## src/rtl/stdp_pkg.sv

```systemverilog
// stdp_pkg: shared types and helpers for the STDP spike generator.
//   fsm_state_t : emitter state (IDLE, DECIDE, LOW, HIGH)
//   decision_t  : per-window weight update decision
//   sat_min     : step count clipped to the available weight headroom
package stdp_pkg;

    typedef enum logic [1:0] {
        ST_IDLE   = 2'd0,
        ST_DECIDE = 2'd1,
        ST_LOW    = 2'd2,
        ST_HIGH   = 2'd3
    } fsm_state_t;

    typedef enum logic [1:0] {
        DEC_NONE    = 2'd0,
        DEC_CAPTURE = 2'd1,
        DEC_BACKOFF = 2'd2,
        DEC_SEARCH  = 2'd3
    } decision_t;

    // Increments emitted for a search event.
    localparam int SEARCH_STEPS = 1;

    // Smaller of the requested steps and the room left, never negative.
    function automatic int sat_min(input int steps, input int room);
        int r;
        r = (steps < room) ? steps : room;
        if (r < 0) r = 0;
        return r;
    endfunction

endpackage

```

## src/rtl/stdp_spike_gen_spike_emitter.sv

```systemverilog
// spike_emitter: turns a (count, direction) request into a train of
// active-low spikes on inc/dec, one LOW cycle followed by one HIGH cycle
// per spike.
//   clk, rst   : clock, synchronous active-high reset
//   start      : gamma_start; enters DECIDE, aborting any train in flight
//   count, up  : request, sampled in the DECIDE cycle
//   inc, dec   : spike lines, idle high (registered)
//   busy       : high in DECIDE, LOW and HIGH (registered)
//   state      : current FSM state (debug, also used for weight tracking)
//   dir_up     : direction of the train in flight
module spike_emitter
    import stdp_pkg::*;
#(
    parameter int W_W = 3
) (
    input  logic           clk,
    input  logic           rst,
    input  logic           start,
    input  logic [W_W-1:0] count,
    input  logic           up,
    output logic           inc,
    output logic           dec,
    output logic           busy,
    output fsm_state_t     state,
    output logic           dir_up
);

    logic [W_W-1:0] remaining;

    always_ff @(posedge clk) begin
        if (rst) begin
            state     <= ST_IDLE;
            inc       <= 1'b1;
            dec       <= 1'b1;
            busy      <= 1'b0;
            remaining <= '0;
            dir_up    <= 1'b1;
        end else if (start) begin
            // Abort: lines return high now, so the next spike is always
            // preceded by at least one high cycle.
            state <= ST_DECIDE;
            inc   <= 1'b1;
            dec   <= 1'b1;
            busy  <= 1'b1;
        end else begin
            case (state)
                ST_DECIDE: begin
                    if (count == '0) begin
                        state <= ST_IDLE;
                        busy  <= 1'b0;
                    end else begin
                        remaining <= count;
                        dir_up    <= up;
                        inc       <= ~up;
                        dec       <= up;
                        state     <= ST_LOW;
                    end
                end
                ST_LOW: begin
                    inc   <= 1'b1;
                    dec   <= 1'b1;
                    state <= ST_HIGH;
                end
                ST_HIGH: begin
                    if (remaining == W_W'(1)) begin
                        state <= ST_IDLE;
                        busy  <= 1'b0;
                    end else begin
                        remaining <= remaining - 1'b1;
                        inc       <= ~dir_up;
                        dec       <= dir_up;
                        state     <= ST_LOW;
                    end
                end
                default: ;
            endcase
        end
    end

endmodule

```

## src/rtl/stdp_spike_gen.sv

```systemverilog
// stdp_spike_gen: observes pre/post spikes of one synapse over a gamma
// window, decides capture/backoff/none and drives the spike-encoded
// inc/dec lines of the FFSR weight counter, tracking a binary shadow weight.
//   clk, rst     : clock, synchronous active-high reset
//   gamma_start  : closes the current window, opens the next
//   in_spike     : pre-synaptic spike pulse
//   out_spike    : post-synaptic spike pulse
//   w_init       : shadow weight loaded while rst is high
//   inc, dec     : active-low spike lines, idle high
//   busy         : spike train pending or in progress
//   wgt          : shadow weight
// Build option: define STDP_SEARCH_EN to turn "input without output" into a
// single saturating increment (SEARCH); otherwise that case does nothing.
module stdp_spike_gen
    import stdp_pkg::*;
#(
    parameter int TIME_W     = 4,
    parameter int W_W        = 3,
    parameter int WMAX       = 7,
    parameter int CAP_STEPS  = 1,
    parameter int BACK_STEPS = 1
) (
    input  logic           clk,
    input  logic           rst,
    input  logic           gamma_start,
    input  logic           in_spike,
    input  logic           out_spike,
    input  logic [W_W-1:0] w_init,
    output logic           inc,
    output logic           dec,
    output logic           busy,
    output logic [W_W-1:0] wgt
);

    localparam logic [TIME_W-1:0] T_MAX = '1;

    logic [TIME_W-1:0] t, t_in, t_out, snap_t_in, snap_t_out;
    logic              in_seen, out_seen, snap_in, snap_out;
    decision_t         decision;
    logic [W_W-1:0]    step_count;
    logic              step_up;
    fsm_state_t        em_state;
    logic              em_up;

    // Window collection. A spike coincident with gamma_start is stamped 0
    // in the new window, so the counter restarts at 1 to keep later spikes
    // strictly ordered after it.
    always_ff @(posedge clk) begin
        if (rst) begin
            t          <= '0;
            t_in       <= '0;
            t_out      <= '0;
            in_seen    <= 1'b0;
            out_seen   <= 1'b0;
            snap_t_in  <= '0;
            snap_t_out <= '0;
            snap_in    <= 1'b0;
            snap_out   <= 1'b0;
        end else if (gamma_start) begin
            t          <= TIME_W'(1);
            snap_t_in  <= t_in;
            snap_t_out <= t_out;
            snap_in    <= in_seen;
            snap_out   <= out_seen;
            in_seen    <= in_spike;
            out_seen   <= out_spike;
            t_in       <= '0;
            t_out      <= '0;
        end else begin
            if (t != T_MAX) t <= t + 1'b1;
            if (in_spike && !in_seen) begin
                in_seen <= 1'b1;
                t_in    <= t;
            end
            if (out_spike && !out_seen) begin
                out_seen <= 1'b1;
                t_out    <= t;
            end
        end
    end

    always_comb begin
        decision = DEC_NONE;
        if (snap_in && snap_out && (snap_t_in <= snap_t_out)) begin
            decision = DEC_CAPTURE;
        end else if (snap_out) begin
            decision = DEC_BACKOFF;
        end
`ifdef STDP_SEARCH_EN
        else if (snap_in) begin
            decision = DEC_SEARCH;
        end
`endif
    end

    // Counts are clipped to the shadow weight so the counter never wraps.
    always_comb begin
        step_count = '0;
        step_up    = 1'b1;
        case (decision)
            DEC_CAPTURE: step_count = W_W'(sat_min(CAP_STEPS, WMAX - int'(wgt)));
            DEC_BACKOFF: begin
                step_count = W_W'(sat_min(BACK_STEPS, int'(wgt)));
                step_up    = 1'b0;
            end
            DEC_SEARCH:  step_count = W_W'(sat_min(SEARCH_STEPS, WMAX - int'(wgt)));
            default: ;
        endcase
    end

    spike_emitter #(.W_W(W_W)) u_emitter (
        .clk    (clk),
        .rst    (rst),
        .start  (gamma_start),
        .count  (step_count),
        .up     (step_up),
        .inc    (inc),
        .dec    (dec),
        .busy   (busy),
        .state  (em_state),
        .dir_up (em_up)
    );

    // Every cycle spent in LOW is a falling edge already seen downstream,
    // so the shadow moves when LOW is left, even if a new gamma_start
    // aborts the train at that moment.
    always_ff @(posedge clk) begin
        if (rst) begin
            wgt <= w_init;
        end else if (em_state == ST_LOW) begin
            wgt <= em_up ? wgt + 1'b1 : wgt - 1'b1;
        end
    end

endmodule

```

## config.mk

```make
export PLATFORM = sky130hd
export DESIGN_NAME = stdp_spike_gen
export DESIGN_NICKNAME = d
export VERILOG_FILES = /design/src/rtl/stdp_pkg.sv /design/src/rtl/stdp_spike_gen_spike_emitter.sv /design/src/rtl/stdp_spike_gen.sv
export SDC_FILE = /design/constraint.sdc
export NUM_CORES = 1
export LEC_CHECK = 0
export BUFFER_PORTS_ARGS = -buffer_cell sky130_fd_sc_hd__buf_2
export CAP_MARGIN = 20
export CORE_AREA = 3 3 70 72
export DETAILED_ROUTE_END_ITERATION = 10
export DIE_AREA = 0 0 73 75
export GPL_TIMING_DRIVEN = 1
export PLACE_DENSITY = 0.69
export REMOVE_ABC_BUFFERS = 1
export SLEW_MARGIN = 20
export SYNTH_ARGS = -nofsm -noshare
export SYNTH_HDL_FRONTEND = slang
export SYNTH_SLANG_ARGS = --single-unit
```

## constraint.sdc

```tcl
create_clock -name clk -period 1.75 [get_ports clk]
set_input_delay 0.0875 -clock clk [delete_from_list [all_inputs] [get_ports clk]]
set_output_delay 0.0875 -clock clk [all_outputs]
set_load 0.03 [all_outputs]
```

After elaboration in Yosys (flattened, before gate mapping)
Cells that the tools add are included.
W data, S select, Z words.
Word-level totals
  output and inout bits: 6
  bits of input ports: 8
  flip-flop bits (word level): 36
  word-level logic and storage cells: 98
Cells by class
  equal/unequal tests: 12
  magnitude comparators: 5
  muxes and demuxes: 34
  bitwise gates (word level): 3
  add/sub/neg operators: 5
  reduce and logical (&&, ||, !) cells: 21
Operator list (number)
  $lt A32 B1 Y1 const B: 1
  $mux W32: 1
  $mux W3: 8
  $mux W1: 15
  $pmux W3 S2: 2
  $reduce_bool A2 Y1: 5
  $reduce_and A3 Y1: 3
  $eq A2 B2 Y1 const B: 4
  $mux W2: 4
  $ne A3 B2 Y1 const B: 2
  $pmux W1 S3: 2
  $pmux W2 S3: 1
  $reduce_bool A3 Y1: 2
  $sub A3 B1 Y3 const B: 2
  $add A4 B1 Y4 const B: 1
  $eq A2 B1 Y1 const B: 2
  $le A4 B4 Y1: 1
  $logic_and A1 B1 Y1: 4
  $lt A2 B4 Y1 const A: 1
  $ne A2 B2 Y1 const B: 2
  $ne A4 B4 Y1 const B: 1
  $reduce_and A4 Y1: 1
  $reduce_bool A4 Y1: 1
  $reduce_or A2 Y1: 2
  other kinds (9): 12

Depth between registers and ports, before layout
  depth in word-level cells: 10
  gate-level depth with buffers: 8
  gate-level depth less buffers: 8

Cells and area by module
From an unflattened synthesis, not the netlist that was laid out.
Unflattened totals
  cells, all modules: 207
  area total of the unflattened synthesis: 1864.3 um^2
Modules (own cells, without submodules)
  stdp_spike_gen: area each 1256.2 um^2, times used 1, sequential area each 570.5 um^2, cells each 139
  spike_emitter: area each 608.1 um^2, times used 1, sequential area each 180.2 um^2, cells each 68

Least setup slack after synthesis
OpenSTA, ideal clock, no wires.
  kind: register -> register
  start point: register snap_t_out[1]
  end point: register u_emitter.dir_up
  arrival: 1.718 ns
  clock period less this slack: 1.840 ns
  slack: -0.090 ns
  cell stages (with the launch flop): 8
  buffers on the path: 0
  cell sequence: dfxtp_1 -> inv_1 -> ha_1 -> nor2b_4 -> o211a_4 -> o21a_1 -> o211a_1 -> a311o_1
Between the ends
  cells in the longest elaborated chain, start to end: 9
  elaborated cells on any way between the ends: 12
  those cells by class: order compare (1); eq/ne (3); mux (3); bitwise (1); reduce/logical (4)
RTL lines
  from (decl): RTL line stdp_spike_gen.sv:37  | logic [TIME_W-1:0] t, t_in, t_out, snap_t_in, snap_t_out;
  from (signal assigned): RTL line stdp_spike_gen.sv:62  | snap_t_out <= t_out;
  $le A4 B4 Y1 (*): RTL line stdp_spike_gen.sv:84  | if (snap_in && snap_out && (snap_t_in <= snap_t_out)) begin
  $logic_and A1 B1 Y1 (*): RTL line stdp_spike_gen.sv:84
  $mux W2 (*): RTL line stdp_spike_gen.sv:84
  $eq A2 B2 Y1 / $eq A2 B1 Y1 (equally long branches): RTL line stdp_spike_gen.sv:100  | case (decision)
  $reduce_or A2 Y1 (no source line)
  $pmux W3 S2: RTL line stdp_spike_gen.sv:100
  $logic_not A3 Y1: RTL line stdp_spike_gen_spike_emitter.sv:48  | if (count == '0) begin
  $not A1 Y1 (no source line)
  $reduce_and A3 Y1 (no source line)
  to (signal assigned): RTL line stdp_spike_gen_spike_emitter.sv:53  | dir_up <= up;
  to (decl): RTL line stdp_spike_gen_spike_emitter.sv:25  | output logic dir_up
Every way passes the cells marked *; elsewhere a longest branch is shown, timed or not.
A chain may end at the register's enable or synchronous reset.

Worst setup path after layout
  start point: register snap_t_out[1]
  end point: register u_emitter.inc
Between the ends
  cells in the longest elaborated chain, start to end: 9
  elaborated cells on any way between the ends: 13
  those cells by class: order compare (1); eq/ne (4); mux (4); reduce/logical (4)
RTL lines
  $le A4 B4 Y1 (*): RTL line stdp_spike_gen.sv:84
  $logic_and A1 B1 Y1 (*): RTL line stdp_spike_gen.sv:84
  $mux W2 (*): RTL line stdp_spike_gen.sv:84
  $eq A2 B2 Y1 / $eq A2 B1 Y1 (equally long branches): RTL line stdp_spike_gen.sv:100
  $reduce_or A2 Y1 (no source line)
  $pmux W3 S2: RTL line stdp_spike_gen.sv:100
  $logic_not A3 Y1: RTL line stdp_spike_gen_spike_emitter.sv:48
  $ne A2 B2 Y1 (no source line)
  $reduce_and A3 Y1 (no source line)
  to (signal assigned): RTL line stdp_spike_gen_spike_emitter.sv:54  | inc <= ~up;
  to (signal assigned): RTL line stdp_spike_gen_spike_emitter.sv:70  | inc <= ~dir_up;
  to (decl): RTL line stdp_spike_gen_spike_emitter.sv:21  | output logic inc,
Every way passes the cells marked *; elsewhere a longest branch is shown, timed or not. The select of a mux whose other input is x is not followed.

==> flow_metrics.py <==
metrics = {
    "run_status": {
        "status": "complete, but fails checks",
        "violations": "setup timing",
    },
    "die": {
        "num_io_pins": 14,
        "die_w_um": 73,
        "core_um2": 4350,
        "initial_core_util_pct": 39.5,
        "dieArea_um2": 5480,
        "die_h_um": 75,
        "rows": 24,
    },
    "cts": {
        "clock_latency_ns": 0.30,
        "cts_inserted_buffers": 5,
        "cts_max_level": 2,
        "root_buffer": "clkbuf_8",
        "clk_pin_slew_ns": 0.08,
        "cts_sinks": 36,
        "clockBufferDepth": 2,
        "cts_tree": "yes",
    },
    "placement": {
        "gp_congestion": 0.825,
        "io_buffers": 13,
        "hpwl_mm": 2.45,
        "place_area_um2": 1880,
        "placed_cells": 255,
    },
    "logic_synthesis": {
        "synth_area_leaders": "dfxtp_1, mux2i_1, ha_1, nor2_1, edfxtp_1",
        "ys_seq_area_share_pct": 43.7,
        "netlist_instances": 190,
        "synth-edff-count": 3,
        "async_flop_share_pct": 0,
        "yosysTopAreaCellShare_pct": 38.5,
        "avgSynthCellArea_um2": 9.04,
        "syn-cell-area_um2": 1720,
        "synthDistinctLibCells": 34,
        "yosys_register_bits": 36,
        "synthFlopType": "dfxtp_1",
        "synth_most_common_cell": "dfxtp_1",
        "yosysTopAreaCell": "dfxtp_1",
        "yosys_warnings": 0,
        "ys_top_cells_by_count": "dfxtp_1, nor2_1, mux2i_1",
    },
    "setup_path": {
        "critPathLaunchType": "register",
        "cp_data_arrival_time_ns": 2.07,
        "crit_path_frequent_cell": "o221ai_2",
        "rr_startpoint": "snap_t_out[1]",
        "worstSetupStartpoint": "snap_t_out[1]",
        "critPathCaptureType": "register",
        "crit_slowest_cell": "dfxtp_2",
        "critical_path_class": "register to register",
        "cp_cell_sequence": "inv_2, ha_4, nor2b_4, o211a_4, o211ai_1, o221ai_2, or2_4, o221ai_2",
        "crit_fanout": 3,
        "slowest_delay_ns": 0.34,
        "worstPathRequired_ns": 1.98,
    },
    "min_path": {
        "min_from": "out_spike",
        "hp-class": "input port to register",
    },
    "layout": {
        "drive_above_1_share_pct": 26.4,
        "syn_to_final_growth_pct": 20.1,
        "final_cells": 264,
        "seqCellArea_um2": 758,
        "design_area_um2": 2060,
        "diodes": 0,
        "fillers": 426,
        "multiInputGateArea_um2": 952,
        "fin_nets": 229,
    },
    "drt": {
        "wire_per_inst_um": 13.8,
        "ant_nets": 0,
        "route.detailed.drc": 0,
        "vias": 1394,
        "drtIter0Drc": 115,
        "via_per_inst": 5.28,
        "first_pass_iters": 4,
        "wl_mm": 3.64,
    },
    "pwr": {
        "comb_power_share_pct": 10.9,
        "clkPwrFrac_pct": 36.3,
        "ir_drop_uv": 495,
        "p_per_area_nw_per_um2": 806,
        "power_mw": 1.66,
        "p_sw_mw": 0.458,
        "p_leak_nw": 0.899,
        "swShare_pct": 27.5,
        "intPower_mw": 1.20,
        "seq_power_share_pct": 52.8,
    },
    "sta": {
        "setup_ws_ns": -0.0911,
        "finalSetupTns_ns": -0.437,
        "post-route-period-util_pct": 105,
        "clock_skew_ns": 0.00477,
        "maxSlewViolCount": 0,
        "finalCriticalPeriod_ns": 1.84,
        "finalSetupViolations": 7,
        "fmax_mhz": 543,
        "worst_pin_slew_ns": 0.500,
        "rsz0062_at_grt": "true",
        "slew_headroom_pct": 66.6,
        "hold_viol": 0,
    },
    "global_route": {
        "grt_max_degree": 26,
        "grt_overflow": 0,
        "grt_pass1_wl_mm": 5.86,
        "antenna_found_initial": 0,
        "grt_pass1_vias": 1324,
        "track_usage_pct": 14.3,
    },
    "job": {
        "cap_violations": 0,
    },
}
final cells by class:
class | count | area share (%)
Clock inverter | 3 | 0.910
Sequential cell | 36 | 36.7
Multi-Input combinational cell | 130 | 46.1
Timing Repair Buffer | 23 | 6.97
Clock buffer | 5 | 3.34
Inverter | 15 | 2.73
Tap cell | 52 | 3.15
repair_timing:
action	in CTS	in global routing
hold buffers	0	0
gates resized for setup	14	9
buffers inserted	0	1
endpoints found under the setup margin	8	8
pin swaps	6	1
through the flow:
step	hold slack, ns	utilization (%)	worst slack (ns)
6_report	0.00943	47.4	-0.0911
5_1_grt	0.0152	47.4	-0.189
4_1_cts	0.0106	46.6	-0.0755
3_5_place_dp	0.323	43.2	-0.197
3_3_place_gp	0.315	43.2	-0.147
2_1_floorplan	0.157	-	-0.0898
sequential cells by signal, indices dropped and copies added (netlist names):
signal / cells
snap_t_out: 4
u_emitter.busy: 1
snap_in: 1
u_emitter.dec: 1
t: 4
wgt: 3
snap_t_in: 4
snap_out: 1
t_in: 4
out_seen: 1
u_emitter.state: 2
u_emitter.inc: 1
u_emitter.dir_up: 1
t_out: 4
u_emitter.remaining: 3
in_seen: 1
cells in the final DEF, fill, tap and decap left out, types with 2 or more instances in the layout:
cell / count
nand2b_1: 3
inv_1: 12
mux2i_1: 21
nand3_1: 7
dfxtp_1: 27
buf_2: 13
a31oi_1: 2
o221ai_2: 3
inv_2: 3
nor2_1: 30
xor2_1: 2
clkinv_2: 2
buf_4: 9
dfxtp_2: 6
nor3_1: 2
o21ai_0: 7
nor2b_1: 2
edfxtp_1: 3
nand2_1: 11
a21oi_2: 3
ha_1: 7
o21a_1: 2
clkbuf_8: 5
a21oi_1: 9
ha_4: 3
power groups by stage:
stage	combinational, mW	clock (mW)	sequential [mW]
after floorplan	0.0850	0	0.908
after global placement	0.166	0	0.894
after detailed placement	0.168	0	0.895
after CTS	0.172	0.613	0.877
after global routing	0.197	0.648	0.880
final	0.182	0.604	0.877
worst max-delay path: cells and delay by family, from the launching register on:
kind | cells | cell delay, ns
AOI/OAI and AO/OA | 4 | 0.80
adders and majority gates | 1 | 0.20
and+or+nand+nor | 2 | 0.40
DFF | 1 | 0.34
buffers and inverters | 1 | 0.04
worst paths after layout:
kind         cells after the start  slack [ns]                     end
min reg2reg                      2        0.47  u_emitter.remaining[1]
max                              8       -0.09           u_emitter.inc
min                              3       0.009                out_seen
max reg2reg                      8       -0.09           u_emitter.inc
cells by family after synthesis:
family	synth area share, %
simple gates	15.7
compound gates	14.2
flops	43.7
buf+inv	5.39
mux	12.2
fa+ha+maj	7.28
xor+xnor	1.53
per-layer routing:
metal,vias up,track usage (%),wire (µm)
met5,-,0,0
met4,0,8.81,54
met3,6,3.87,144
met2,23,23.8,1780
met1,669,16.2,1650
li1,696,-,-
Power figures use the tool's default switching activity.
